===== config.mk =====
export PLATFORM = sky130hd
export DESIGN_NAME = grid_cursor_ctrl
export DESIGN_NICKNAME = d
export VERILOG_FILES = /design/src/rtl/grid_cursor_pkg.sv /design/src/rtl/grid_cursor_repeat_timer.sv /design/src/rtl/grid_cursor_ctrl.sv
export SDC_FILE = /design/constraint.sdc
export NUM_CORES = 1
export LEC_CHECK = 0
export ABC_AREA = 0
export CORE_MARGIN = 2
export CORE_UTILIZATION = 53
export CTS_CLUSTER_SIZE = 10
export DETAILED_ROUTE_END_ITERATION = 8
export PLACE_DENSITY = 0.82
export SETUP_SLACK_MARGIN = 0.02
export SYNTH_ARGS = -nofsm -noshare
export SYNTH_HDL_FRONTEND = slang
export SYNTH_SLANG_ARGS = --single-unit

===== constraint.sdc =====
create_clock -name clk -period 2.8 [get_ports clk]
set_input_delay 0.56 -clock clk [delete_from_list [all_inputs] [get_ports clk]]
set_output_delay 0.56 -clock clk [all_outputs]
set_load 0.02 [all_outputs]

===== src/rtl/grid_cursor_pkg.sv =====
// grid_cursor_pkg: shared definitions for the grid cursor controller.
//   OP_* : bit indices into the 5-bit operation button vector.
//   rpt_state_t : states of the hold-to-repeat FSM.
package grid_cursor_pkg;

  localparam int OP_W = 5;

  typedef logic [2:0] op_idx_t;

  localparam op_idx_t OP_CONFIRM = 3'd0;
  localparam op_idx_t OP_LEFT    = 3'd1;  // y - 1
  localparam op_idx_t OP_RIGHT   = 3'd2;  // y + 1
  localparam op_idx_t OP_UP      = 3'd3;  // x - 1
  localparam op_idx_t OP_DOWN    = 3'd4;  // x + 1

  typedef enum logic [1:0] {
    RPT_IDLE,
    RPT_DELAY,
    RPT_REPEAT
  } rpt_state_t;

endpackage


===== src/rtl/grid_cursor_repeat_timer.sv =====
// grid_cursor_repeat_timer: hold-to-repeat FSM and counter.
//   clk, rst     : clock, synchronous active-high reset
//   busy         : forces the FSM to IDLE and clears the counter
//   start        : an accepted direction press this cycle
//   start_dir    : operation bit index of that press
//   operation    : raw button levels, used to see whether dir is still held
//   repeat_step  : 1-cycle request for one more step in direction dir
//   dir          : direction currently being tracked
module grid_cursor_repeat_timer
  import grid_cursor_pkg::*;
#(
  parameter int REPEAT_DELAY = 25_000_000,
  parameter int REPEAT_RATE  = 5_000_000
) (
  input  logic            clk,
  input  logic            rst,
  input  logic            busy,
  input  logic            start,
  input  op_idx_t         start_dir,
  input  logic [OP_W-1:0] operation,
  output logic            repeat_step,
  output op_idx_t         dir
);

  localparam int CNT_MAX = (REPEAT_DELAY > REPEAT_RATE) ? REPEAT_DELAY : REPEAT_RATE;
  localparam int CNT_W   = (CNT_MAX > 1) ? $clog2(CNT_MAX) : 1;
  localparam logic [CNT_W-1:0] DELAY_LAST = CNT_W'(REPEAT_DELAY - 1);
  localparam logic [CNT_W-1:0] RATE_LAST  = CNT_W'(REPEAT_RATE - 1);

  rpt_state_t       state, state_nxt;
  logic [CNT_W-1:0] cnt, cnt_nxt;
  op_idx_t          dir_q, dir_nxt;
  logic             held;

  assign held = operation[dir_q];
  assign dir  = dir_q;

  // NOTE: every always_comb output gets a default first so no path leaves it
  // unassigned, which would otherwise infer a latch.
  always_comb begin
    state_nxt   = state;
    cnt_nxt     = cnt;
    dir_nxt     = dir_q;
    repeat_step = 1'b0;
    if (busy) begin
      state_nxt = RPT_IDLE;
      cnt_nxt   = '0;
    end else if (start) begin
      state_nxt = RPT_DELAY;
      cnt_nxt   = '0;
      dir_nxt   = start_dir;
    end else begin
      unique case (state)
        RPT_IDLE: ;
        // Release is checked before expiry so a release on the expiry cycle
        // never produces a step.
        RPT_DELAY: begin
          if (!held) begin
            state_nxt = RPT_IDLE;
            cnt_nxt   = '0;
          end else if (cnt == DELAY_LAST) begin
            repeat_step = 1'b1;
            cnt_nxt     = '0;
            state_nxt   = RPT_REPEAT;
          end else begin
            cnt_nxt = cnt + CNT_W'(1);
          end
        end
        RPT_REPEAT: begin
          if (!held) begin
            state_nxt = RPT_IDLE;
            cnt_nxt   = '0;
          end else if (cnt == RATE_LAST) begin
            repeat_step = 1'b1;
            cnt_nxt     = '0;
          end else begin
            cnt_nxt = cnt + CNT_W'(1);
          end
        end
        default: begin
          state_nxt = RPT_IDLE;
          cnt_nxt   = '0;
        end
      endcase
    end
  end

  always_ff @(posedge clk) begin
    if (rst) begin
      state <= RPT_IDLE;
      cnt   <= '0;
      dir_q <= OP_UP;
    end else begin
      state <= state_nxt;
      cnt   <= cnt_nxt;
      dir_q <= dir_nxt;
    end
  end

endmodule


===== src/rtl/grid_cursor_ctrl.sv =====
// grid_cursor_ctrl: turns debounced button levels into a registered (x,y)
// cursor over a ROWS x COLS board plus 1-cycle eliminate and moved pulses.
//   clk, rst   : clock, synchronous active-high reset
//   operation  : [0] confirm, [1] left, [2] right, [3] up, [4] down (levels)
//   busy       : blocks every action and cancels any hold-to-repeat
//   cur_x      : cursor row (up/down), cur_y : cursor column (left/right)
//   eliminate  : confirm accepted at (cur_x,cur_y)
//   moved      : cursor position changed on this edge
// Build option: define GRID_CURSOR_AUTOREPEAT_EN to add hold-to-repeat;
// without it each press edge gives exactly one step.
module grid_cursor_ctrl
  import grid_cursor_pkg::*;
#(
  parameter int ROWS         = 8,
  parameter int COLS         = 8,
  parameter int X_W          = 4,
  parameter int Y_W          = 4,
  parameter int WRAP         = 0,
  parameter int INIT_X       = 0,
  parameter int INIT_Y       = 0,
  parameter int REPEAT_DELAY = 25_000_000,
  parameter int REPEAT_RATE  = 5_000_000
) (
  input  logic            clk,
  input  logic            rst,
  input  logic [OP_W-1:0] operation,
  input  logic            busy,
  output logic [X_W-1:0]  cur_x,
  output logic [Y_W-1:0]  cur_y,
  output logic            eliminate,
  output logic            moved
);

  localparam logic [X_W-1:0] X_MAX = X_W'(ROWS - 1);
  localparam logic [Y_W-1:0] Y_MAX = Y_W'(COLS - 1);

  logic [OP_W-1:0] op_q;
  logic [OP_W-1:0] press;
  logic            act_elim;
  logic            act_step;
  op_idx_t         act_dir;
  logic            start;
  logic            repeat_step;
  op_idx_t         rpt_dir;
  logic [X_W-1:0]  nxt_x;
  logic [Y_W-1:0]  nxt_y;

  assign press = operation & ~op_q;

  // One action per cycle: confirm > up > down > left > right > repeat.
  // Losing presses are simply dropped.
  always_comb begin
    act_elim = 1'b0;
    act_step = 1'b0;
    act_dir  = OP_UP;
    start    = 1'b0;
    if (!busy) begin
      if (press[OP_CONFIRM]) begin
        act_elim = 1'b1;
      end else if (press[OP_UP]) begin
        act_step = 1'b1; act_dir = OP_UP;    start = 1'b1;
      end else if (press[OP_DOWN]) begin
        act_step = 1'b1; act_dir = OP_DOWN;  start = 1'b1;
      end else if (press[OP_LEFT]) begin
        act_step = 1'b1; act_dir = OP_LEFT;  start = 1'b1;
      end else if (press[OP_RIGHT]) begin
        act_step = 1'b1; act_dir = OP_RIGHT; start = 1'b1;
      end else if (repeat_step) begin
        act_step = 1'b1; act_dir = rpt_dir;
      end
    end
  end

`ifdef GRID_CURSOR_AUTOREPEAT_EN
  grid_cursor_repeat_timer #(
    .REPEAT_DELAY (REPEAT_DELAY),
    .REPEAT_RATE  (REPEAT_RATE)
  ) u_repeat_timer (
    .clk         (clk),
    .rst         (rst),
    .busy        (busy),
    .start       (start),
    .start_dir   (act_dir),
    .operation   (operation),
    .repeat_step (repeat_step),
    .dir         (rpt_dir)
  );
`else
  logic unused_rpt;
  assign unused_rpt  = ^{start, 32'(REPEAT_DELAY), 32'(REPEAT_RATE)};
  assign repeat_step = 1'b0;
  assign rpt_dir     = OP_UP;
`endif

  // Edge limits are ROWS-1/COLS-1, not the all-ones value of the register.
  always_comb begin
    nxt_x = cur_x;
    nxt_y = cur_y;
    if (act_step) begin
      unique case (act_dir)
        OP_UP:    nxt_x = (cur_x == '0)    ? ((WRAP != 0) ? X_MAX : cur_x) : cur_x - X_W'(1);
        OP_DOWN:  nxt_x = (cur_x >= X_MAX) ? ((WRAP != 0) ? '0    : cur_x) : cur_x + X_W'(1);
        OP_LEFT:  nxt_y = (cur_y == '0)    ? ((WRAP != 0) ? Y_MAX : cur_y) : cur_y - Y_W'(1);
        OP_RIGHT: nxt_y = (cur_y >= Y_MAX) ? ((WRAP != 0) ? '0    : cur_y) : cur_y + Y_W'(1);
        default: ;
      endcase
    end
  end

  // NOTE: sequential state uses non-blocking assignments so every register
  // samples pre-edge values regardless of statement order.
  always_ff @(posedge clk) begin
    if (rst) begin
      // NOTE: op_q resets to all-ones so a button already held through reset
      // does not look like a fresh press.
      op_q      <= '1;
      cur_x     <= X_W'(INIT_X);
      cur_y     <= Y_W'(INIT_Y);
      eliminate <= 1'b0;
      moved     <= 1'b0;
    end else begin
      op_q      <= operation;
      cur_x     <= nxt_x;
      cur_y     <= nxt_y;
      eliminate <= act_elim;
      moved     <= (nxt_x != cur_x) || (nxt_y != cur_y);
    end
  end

endmodule

Yosys cells after proc, flatten, opt, wreduce, memory -nomap -nowiden
Index checks and enable logic that the tools add are counted.
- input port bits: 8
- output and inout bits: 10
- flip-flop bits (word level): 15
- add/subtract/negate cells: 4
- bitwise gates (word level): 2
- magnitude comparators: 2
- reduce and logical (&&, ||, !) cells: 4
- multiplexer cells: 21
- equality and inequality tests: 6
- operators with widths (cell ; count):
    4-bit two-way mux ; 6
    4-bit case mux with 2 select lines ; 2
    3-bit two-way mux ; 4
    4-bit by 1-bit adder with 4-bit output, second input constant ; 2
    4-bit by 3-bit greater-or-equal comparator with 1-bit output, second input constant ; 2
    4-bit logical NOT ; 2
    1-bit two-way mux ; 8
    4-bit inequality test ; 2
    4-bit by 1-bit subtractor with 4-bit output, second input constant ; 2
    3-bit by 2-bit == test with 1-bit output, second input constant ; 2
    5-bit bitwise AND ; 1
    5-bit NOT ; 1
    3-bit by 1-bit == test with 1-bit output, second input constant ; 1
    3-bit == test, second input constant ; 1
    2-bit two-way mux ; 1
    2-bit OR reduction ; 1
    1-bit logical OR ; 1

Logic depth before layout (Yosys ltp)
Gate-level depths: netlist of the first run.
- word-level depth: 13
- mapped depth: 7
- gate-level depth less buffers: 7

Worst setup path after synthesis of the first run
OpenSTA, ideal clock, no wires.
- path kind: reg-to-reg
- start point: reg cur_x[0]
- end point: reg cur_x[0]
- arrival time: 1.426 ns
- period minus slack after synthesis: 1.553 ns
- path buffers: 0
- stages on the path, launching flop included: 8
- slack: 1.247 ns
- setup time: 0.128 ns
- data required time: 2.672 ns
- cell sequence: dfxtp_1 -> inv_1 -> ha_1 -> nor3b_1 -> nor2b_1 -> o221ai_2 -> xnor2_1 -> nor2_1
- longest elaborated chain between the ends: 4
- elaborated cells between the ends (all ways): 8
- those cells by class: 2 x add/sub; 1 x order compare; 4 x mux; 1 x reduce/logical
- ends and longest elaborated chain (element ; RTL line ; text):
    start, declared ; grid_cursor_ctrl.sv:28 ; output logic [X_W-1:0] cur_x,
    start signal, assigned ; grid_cursor_ctrl.sv:117 ; cur_x <= X_W'(INIT_X);
    start signal, assigned ; grid_cursor_ctrl.sv:123 ; cur_x <= nxt_x;
    4-bit by 1-bit adder with 4-bit output (tied with other cells) ; grid_cursor_ctrl.sv:102 ; OP_DOWN: nxt_x = (cur_x >= X_MAX) ? ((WRAP != 0) ? '0 : cur_x) : cur_x + X_W'(1);
    4-bit two-way mux (on tied branches) ; grid_cursor_ctrl.sv:102, grid_cursor_ctrl.sv:101 ;
    4-bit case mux with 2 select lines ; grid_cursor_ctrl.sv:100 ; unique case (act_dir)
    4-bit two-way mux (*) ; grid_cursor_ctrl.sv:99 ; if (act_step) begin
Every way passes the cells marked *; elsewhere a longest branch is shown, timed or not.
A chain may end at the register's enable or synchronous reset.

Final worst setup path of the first run
- start point: reg cur_x[3]
- end point: out cur_x[3]
No word-level cell between the ends.

==> results of run 1 <==
[how the worst max path moves through the flow]
stage	startpoint	to	slack, ns
after floorplan	cur_x[0]$_SDFF_PP0_	cur_x[0]$_SDFF_PP0_	1.25
after global placement	operation[0]	cur_x[1]$_SDFF_PP0_	0.81
after detailed placement	operation[3]	cur_x[2]$_SDFF_PP0_	0.77
after CTS	cur_x[3]$_SDFF_PP0_	cur_x[3]	0.84
after global routing	cur_x[3]$_SDFF_PP0_	cur_x[3]	0.75
final	cur_x[3]$_SDFF_PP0_	cur_x[3]	0.83
[layer usage]
layer  up-vias  GRT usage
li1        413          -
met2        28      0.363
met3         2     0.0480
met4         0     0.0706
met1       382      0.269
met5         -          0
[layout by cell type (no fill, tap or decap), drive strengths merged, types with 3 or more instances in the layout]
cell,Yosys,layout
ha,4,4
clkdlybuf4s50,0,17
nor2,11,11
nand2b,3,3
nand3,3,3
clkbuf,1,4
dfxtp,15,15
nand2,9,9
o21ai,4,4
a21oi,8,8
nor2b,5,5
or2,5,5
nor3,8,8
nor3b,3,3
inv,4,4
[tightest hold or removal path: stages (launching register included)]
cell and delay (ns):
dfxtp_1 0.36, nand2_1 0.07, a21oi_1 0.06
[layout make-up]
type	instances	area, um^2	share of cell area
multi-input cells	84	559	0.513
flip-flops and latches	15	300	0.275
repair buffers	17	170	0.156
clock buffers	4	26.3	0.0241
well taps	16	20.0	0.0183
inverters	4	15.0	0.0138
[state kept, by name, indices dropped and copies added (netlist names)]
name / cells
eliminate: 1
moved: 1
cur_x: 4
op_q: 5
cur_y: 4
[metrics by stage]
| stage | utilization | hold WS, ns | cell area [um^2] | std cells |
|---|---|---|---|---|
| 2_1_floorplan | - | 0.553 | 890 | 105 |
| 3_3_place_gp | 0.691 | 0.515 | 1060 | 136 |
| 3_5_place_dp | 0.691 | 0.528 | 1060 | 136 |
| 4_1_cts | 0.708 | 0.540 | 1090 | 140 |
| 5_1_grt | 0.708 | 0.595 | 1090 | 140 |
| 6_report | 0.708 | 0.535 | 1090 | 140 |
[kinds of logic (layout without fill, tap and decap cells)]
kind of cell,count (synthesis),in the layout,share of synthesized area
AND/OR/NAND/NOR,55,55,0.370
AO/OA/AOI/OAI,22,22,0.170
flip-flops,15,15,0.338
buffers and inverters,6,25,0.0337
adder cells (fa/ha/maj),4,4,0.0563
XOR/XNOR,2,2,0.0197
multiplexers,1,1,0.0127
[power breakdown]
part	internal, W	switching, W	total (W)
logic	0.0000328	0.0000359	0.0000687
registers	0.000220	0.00000438	0.000224
clock network	0.0000553	0.0000713	0.000127
==> flow_summary_export.csv, run 1 <==
group,metric,value,unit
run_status,status,"completed",
sta,rsz0062_at_grt,"false",
yosys,ys_seq_area_frac,0.338,
detailed_routing,ant_nets,0,
clock_network,clock-sinks,15,
floorplanning,fp.dieW,45.0,um
floorplanning,ioPinCount,18,
detailed_routing,wl_met3,103,um
yosys,synth_edf_count,0,
worst_setup_path,cpMaxStageDelayCell,"clkdlybuf4s50_1",
clock_network,postCtsSetupRepairBufs,0,
yosys,yosysTopAreaCell,"dfxtp_1",
flow_run,cap_violations,0,
grt,grt_max_degree,16,
worst_setup_path,crit_type,"reg2out",
hold_path,min_path_cells,2,
floorplanning,initial_core_util,0.577,
detailed_routing,drc,0,
yosys,synthFlopType,"dfxtp_1",
hold_path,min_path_type,"reg2reg",
grt,grt_pass1_wl,3.18,mm
worst_setup_path,rr_startpoint,"cur_x[0]$_SDFF_PP0_",
sta,clock_skew,0.00329,ns
clock_network,tritoncts,"yes",
finish,final_nets,137,
worst_setup_path,ff2ff_setup_slack,1.20,ns
grt,track_usage,0.215,
detailed_routing,wl_per_cell,13.0,um
pwr,leakage,0.384,nW
clock_network,clk_path_buf_depth,2,
yosys,ys_top_cells_by_area,"dfxtp_1, ha_1, a21oi_1, nor2_1, nor3_1",
sta,min_period,1.97,ns
placement,dp_slack,0.774,ns
pwr,p_total,0.000419,W
sta,clock.fmax,0.508,GHz
hold_path,hp-start,"cur_x[1]$_SDFF_PP0_",
clock_network,post_cts_resized,0,
yosys,synthArstFlopShare,0,
sta,fin_ws,0.833,ns
clock_network,holdBufCountCts,0,
detailed_routing,wl_met2,883,um
worst_setup_path,cp-end-kind,"output port",
yosys,synth_common_cells,"dfxtp_1, nor2_1, nand2_1",
detailed_routing,top_layer,"met4",
yosys,syn-cell-area,890,um^2
sta,period_share,0.703,
hold_path,worstHoldEndpoint,"cur_x[1]$_SDFF_PP0_",
pwr,power.density,384,mW/mm^2
clock_network,path_clk_slew,0.09,ns
detailed_routing,wl,1.82,mm
worst_setup_path,r2r_end,"cur_x[0]$_SDFF_PP0_",
pwr,max-vdd-ir-drop,467,uV
yosys,yosysTopAreaCellShare,0.338,
yosys,yosysMostFrequentCell,"dfxtp_1",
sta,hold_violations,0,
worst_setup_path,required,2.24,ns
grt,antenna_found_initial,0,
floorplanning,core-area,0.00154,mm^2
detailed_routing,wl_met1,821,um
sta,setup_tns,0,ns
worst_setup_path,crit_buf_inv,1,
placement,place_hpwl,1.36,mm
detailed_routing,drtPass1Iterations,4,
clock_network,root_buffer,"clkbuf_4",
yosys,synthCells,105,
yosys,ys_ff_latch,15,
grt,grt_pass1_vias,770,
worst_setup_path,crit_chain,"clkdlybuf4s50_1",
worst_setup_path,rr_worst_depth,7,
floorplanning,die_area,0.00202,mm^2
yosys,synth.distinct_cells,36,
sta,setup_violations,0,
finish,fillers,124,
yosys,yosysWarnings,0,
detailed_routing,avgViaCountPerCell,5.89,
grt,grt_overflow,0,
finish,antenna_cells,0,
yosys,syn_avg_cell_area,8.47,um^2
yosys,synthesis.nets,117,
clock_network,h-tree-depth,1,
floorplanning,num_rows,14,
placement,routabilityCongestion,0.856,
worst_setup_path,cp.depth,1,
worst_setup_path,arrival,1.41,ns
placement,port_buffers,17,
clock_network,cts_made_buffers,3,
worst_setup_path,cpPeakStageDelay,0.65,ns
finish,area_growth,22.6,%
worst_setup_path,crit_path_start_kind,"flip-flop",
sta,tightest_slew,0.493,ns
sta,relSlewSlack,0.670,
sta,drv_slew,0,
floorplanning,dieHeight,45.0,um
detailed_routing,vias,825,
worst_setup_path,crit_family,"buffers and inverters",
clock_network,clock_latency,0.28,ns
finish,drive_gt1_frac,0.121,
detailed_routing,drt_iter0_drc,26,
worst_setup_path,crit_fanout,8,
Power figures use the tool's default switching activity.
==> run 2: changes to the inputs <==
--- a/config.mk
+++ b/config.mk
@@ -7,10 +7,10 @@
 export LEC_CHECK = 0
 export ABC_AREA = 0
 export CORE_MARGIN = 2
-export CORE_UTILIZATION = 53
+export CORE_UTILIZATION = 44
 export CTS_CLUSTER_SIZE = 10
 export DETAILED_ROUTE_END_ITERATION = 8
-export PLACE_DENSITY = 0.82
+export PLACE_DENSITY = 0.73
 export SETUP_SLACK_MARGIN = 0.02
 export SYNTH_ARGS = -nofsm -noshare
 export SYNTH_HDL_FRONTEND = slang
==> constraint.sdc (replaced) <==
create_clock -name clk -period 1.75 [get_ports clk]
set_input_delay 0.35 -clock clk [delete_from_list [all_inputs] [get_ports clk]]
set_output_delay 0.35 -clock clk [all_outputs]
set_load 0.02 [all_outputs]
==> run 2 against run 1 <==
  * First-iteration DRC count is 54% lower
  * Via count is 0.85% higher
  * Worst hold slack better by 0.0053 ns
  * Sequential cell count stayed put
  * Worst setup slack worse by 0.75 ns
  * Clock skew is 0.0021 ns higher
  * Core utilization is 11 points lower
  * Die area is 19% higher
  * Wire length is 0.33% higher
  * Sequential share of layout area is 1.6 points lower
  * Clock power is 62% higher
  * Sequential power is 60% higher
==> flow_summary_export.csv, run 2 (synthesis gave the netlist of run 1 again) <==
group,metric,value,unit
grt,use_met1,0.207,
worst_setup_path,cp-end-kind,"output port",
grt,grt_pass1_wl,3.09,mm
finish,fin_area,0.00116,mm^2
finish,area_growth,30.4,%
grt,grt_busiest_layer,"met2",
worst_setup_path,crit_fanout,5,
finish,fillers,192,
finish,finalNonFillerCells,157,
pwr,p_total,0.000681,W
worst_setup_path,arrival,1.31,ns
finish,largest_reg_flops,5,
clock_network,cts_made_buffers,3,
grt,grt.met3_usage,0.0368,
pwr,leakage,0.489,nW
pwr,max-vdd-ir-drop,519,uV
grt,met2_usage,0.283,
pwr,clkPwrFrac,0.302,
grt,track_usage,0.164,
placement,port_buffers,17,
clock_network,tritoncts,"yes",
sta,clock_skew,0.00536,ns
finish,regMostFlops,"op_q",
sta,whs,0.540,ns
worst_setup_path,crit_chain,"clkdlybuf4s50_1",
worst_setup_path,crit_type,"reg2out",
sta,tightest_slew,0.382,ns
detailed_routing,wl_per_cell,11.6,um
placement,place_area,0.00112,mm^2
worst_setup_path,crit_family,"buffers and inverters",
finish,multi_input_area,564,um^2
detailed_routing,avgViaCountPerCell,5.30,
floorplanning,num_rows,16,
clock_network,holdBufCountCts,0,
hold_path,min_path_type,"reg2reg",
floorplanning,core-area,0.00194,mm^2
clock_network,path_clk_slew,0.09,ns
pwr,sw_frac_of_total,0.272,
run_status,status,"completed",
sta,drv_slew,0,
sta,hold_violations,0,
pwr,combinationalPowerShare,0.173,
floorplanning,die_area,0.00240,mm^2
clock_network,clock-sinks,15,
worst_setup_path,crit_path_start_kind,"flip-flop",
clock_network,h-tree-depth,1,
worst_setup_path,cpPeakStageDelay,0.63,ns
sta,setup_violations,0,
pwr,power.switching,0.000185,W
grt,grt_pass1_vias,759,
detailed_routing,drtPass1Iterations,4,
worst_setup_path,cpMaxStageDelayCell,"clkdlybuf4s50_1",
floorplanning,fp.dieW,49.0,um
flow_run,cap_violations,0,
placement,dp_cells,153,
grt,grt_max_degree,13,
floorplanning,ioPinCount,18,
sta,relSlewSlack,0.745,
clock_network,clk_path_buf_depth,2,
finish,final_nets,143,
detailed_routing,ant_nets,0,
finish,antenna_cells,0,
sta,rsz0062_at_grt,"false",
worst_setup_path,crit_buf_inv,1,
sta,period_share,0.950,
finish,register_area,300,um^2
grt,grt_overflow,0,
clock_network,clock_latency,0.29,ns
finish,final_common_cell,"dfxtp_1",
sta,clock.fmax,0.601,GHz
pwr,power.density,587,mW/mm^2
worst_setup_path,required,1.40,ns
finish,reg_top3,"op_q: 5 flops, cur_x: 4 flops, cur_y: 4 flops",
finish,drive_gt1_frac,0.177,
finish,final_cell_mix,"dfxtp_1, clkdlybuf4s50_1, nor2_1, nand2_1, a21oi_1",
placement,place_hpwl,1.44,mm
grt,antenna_found_initial,0,
detailed_routing,drc,0,
floorplanning,dieHeight,49.0,um
placement,routabilityCongestion,0.780,
finish,utilization,0.597,
pwr,cellInternalPower,0.000496,W
pwr,seqPwrFrac,0.526,
detailed_routing,wl,1.83,mm
clock_network,postCtsSetupRepairBufs,0,
detailed_routing,drt_iter0_drc,12,
floorplanning,initial_core_util,0.458,
sta,min_period,1.66,ns
clock_network,root_buffer,"clkbuf_4",
detailed_routing,vias,832,
==> run 2: power by group through the flow <==
stage / Combinational, W / Clock (W) / Sequential, W
global route: 0.000129 / 0.000230 / 0.000360
global placement: 0.000116 / 0 / 0.000366
finish: 0.000118 / 0.000206 / 0.000358
CTS: 0.000118 / 0.000213 / 0.000358
detailed placement: 0.000118 / 0 / 0.000366
floorplan: 0.0000660 / 0 / 0.000371
==> run 2: metrics by stage <==
| stage | worst slack [ns] | setup TNS (ns) |
|---|---|---|
| 2_1_floorplan | 0.197 | 0 |
| 5_1_grt | 0.0133 | 0 |
| 6_report | 0.0873 | 0 |
| 3_5_place_dp | -0.0490 | -0.183 |
| 4_1_cts | 0.0205 | 0 |
| 3_3_place_gp | -0.00733 | -0.00733 |
==> run 2: cell type report <==
cell class                      instances  share of cell area
Timing Repair Buffer                   23               0.189
Clock buffer                            3              0.0194
Sequential cell                        15               0.259
Clock inverter                          1             0.00432
Multi-Input combinational cell         84               0.487
Tap cell                               27              0.0291
Inverter                                4              0.0129
==> run 2: per-layer routing <==
metal,share of wire,up-vias
met2,0.49,19
met1,0.45,386
li1,-,425
met3,0.043,2
met5,0,-
met4,0.011,0
==> run 2: final timing paths <==
kind	endpoint	from	cells past startpoint	slack, ns
max	cur_x[0]	cur_x[0]$_SDFF_PP0_	1	0.09
min	cur_x[1]$_SDFF_PP0_	cur_x[1]$_SDFF_PP0_	2	0.54
max reg2reg	cur_x[0]$_SDFF_PP0_	cur_x[0]$_SDFF_PP0_	7	0.21
min reg2reg	cur_x[1]$_SDFF_PP0_	cur_x[1]$_SDFF_PP0_	2	0.54
==> run 2: timing repair <==
item                                    CTS  global route
gates resized for setup                   3             4
endpoints found under the setup margin    3             5
gates cloned                              0             0
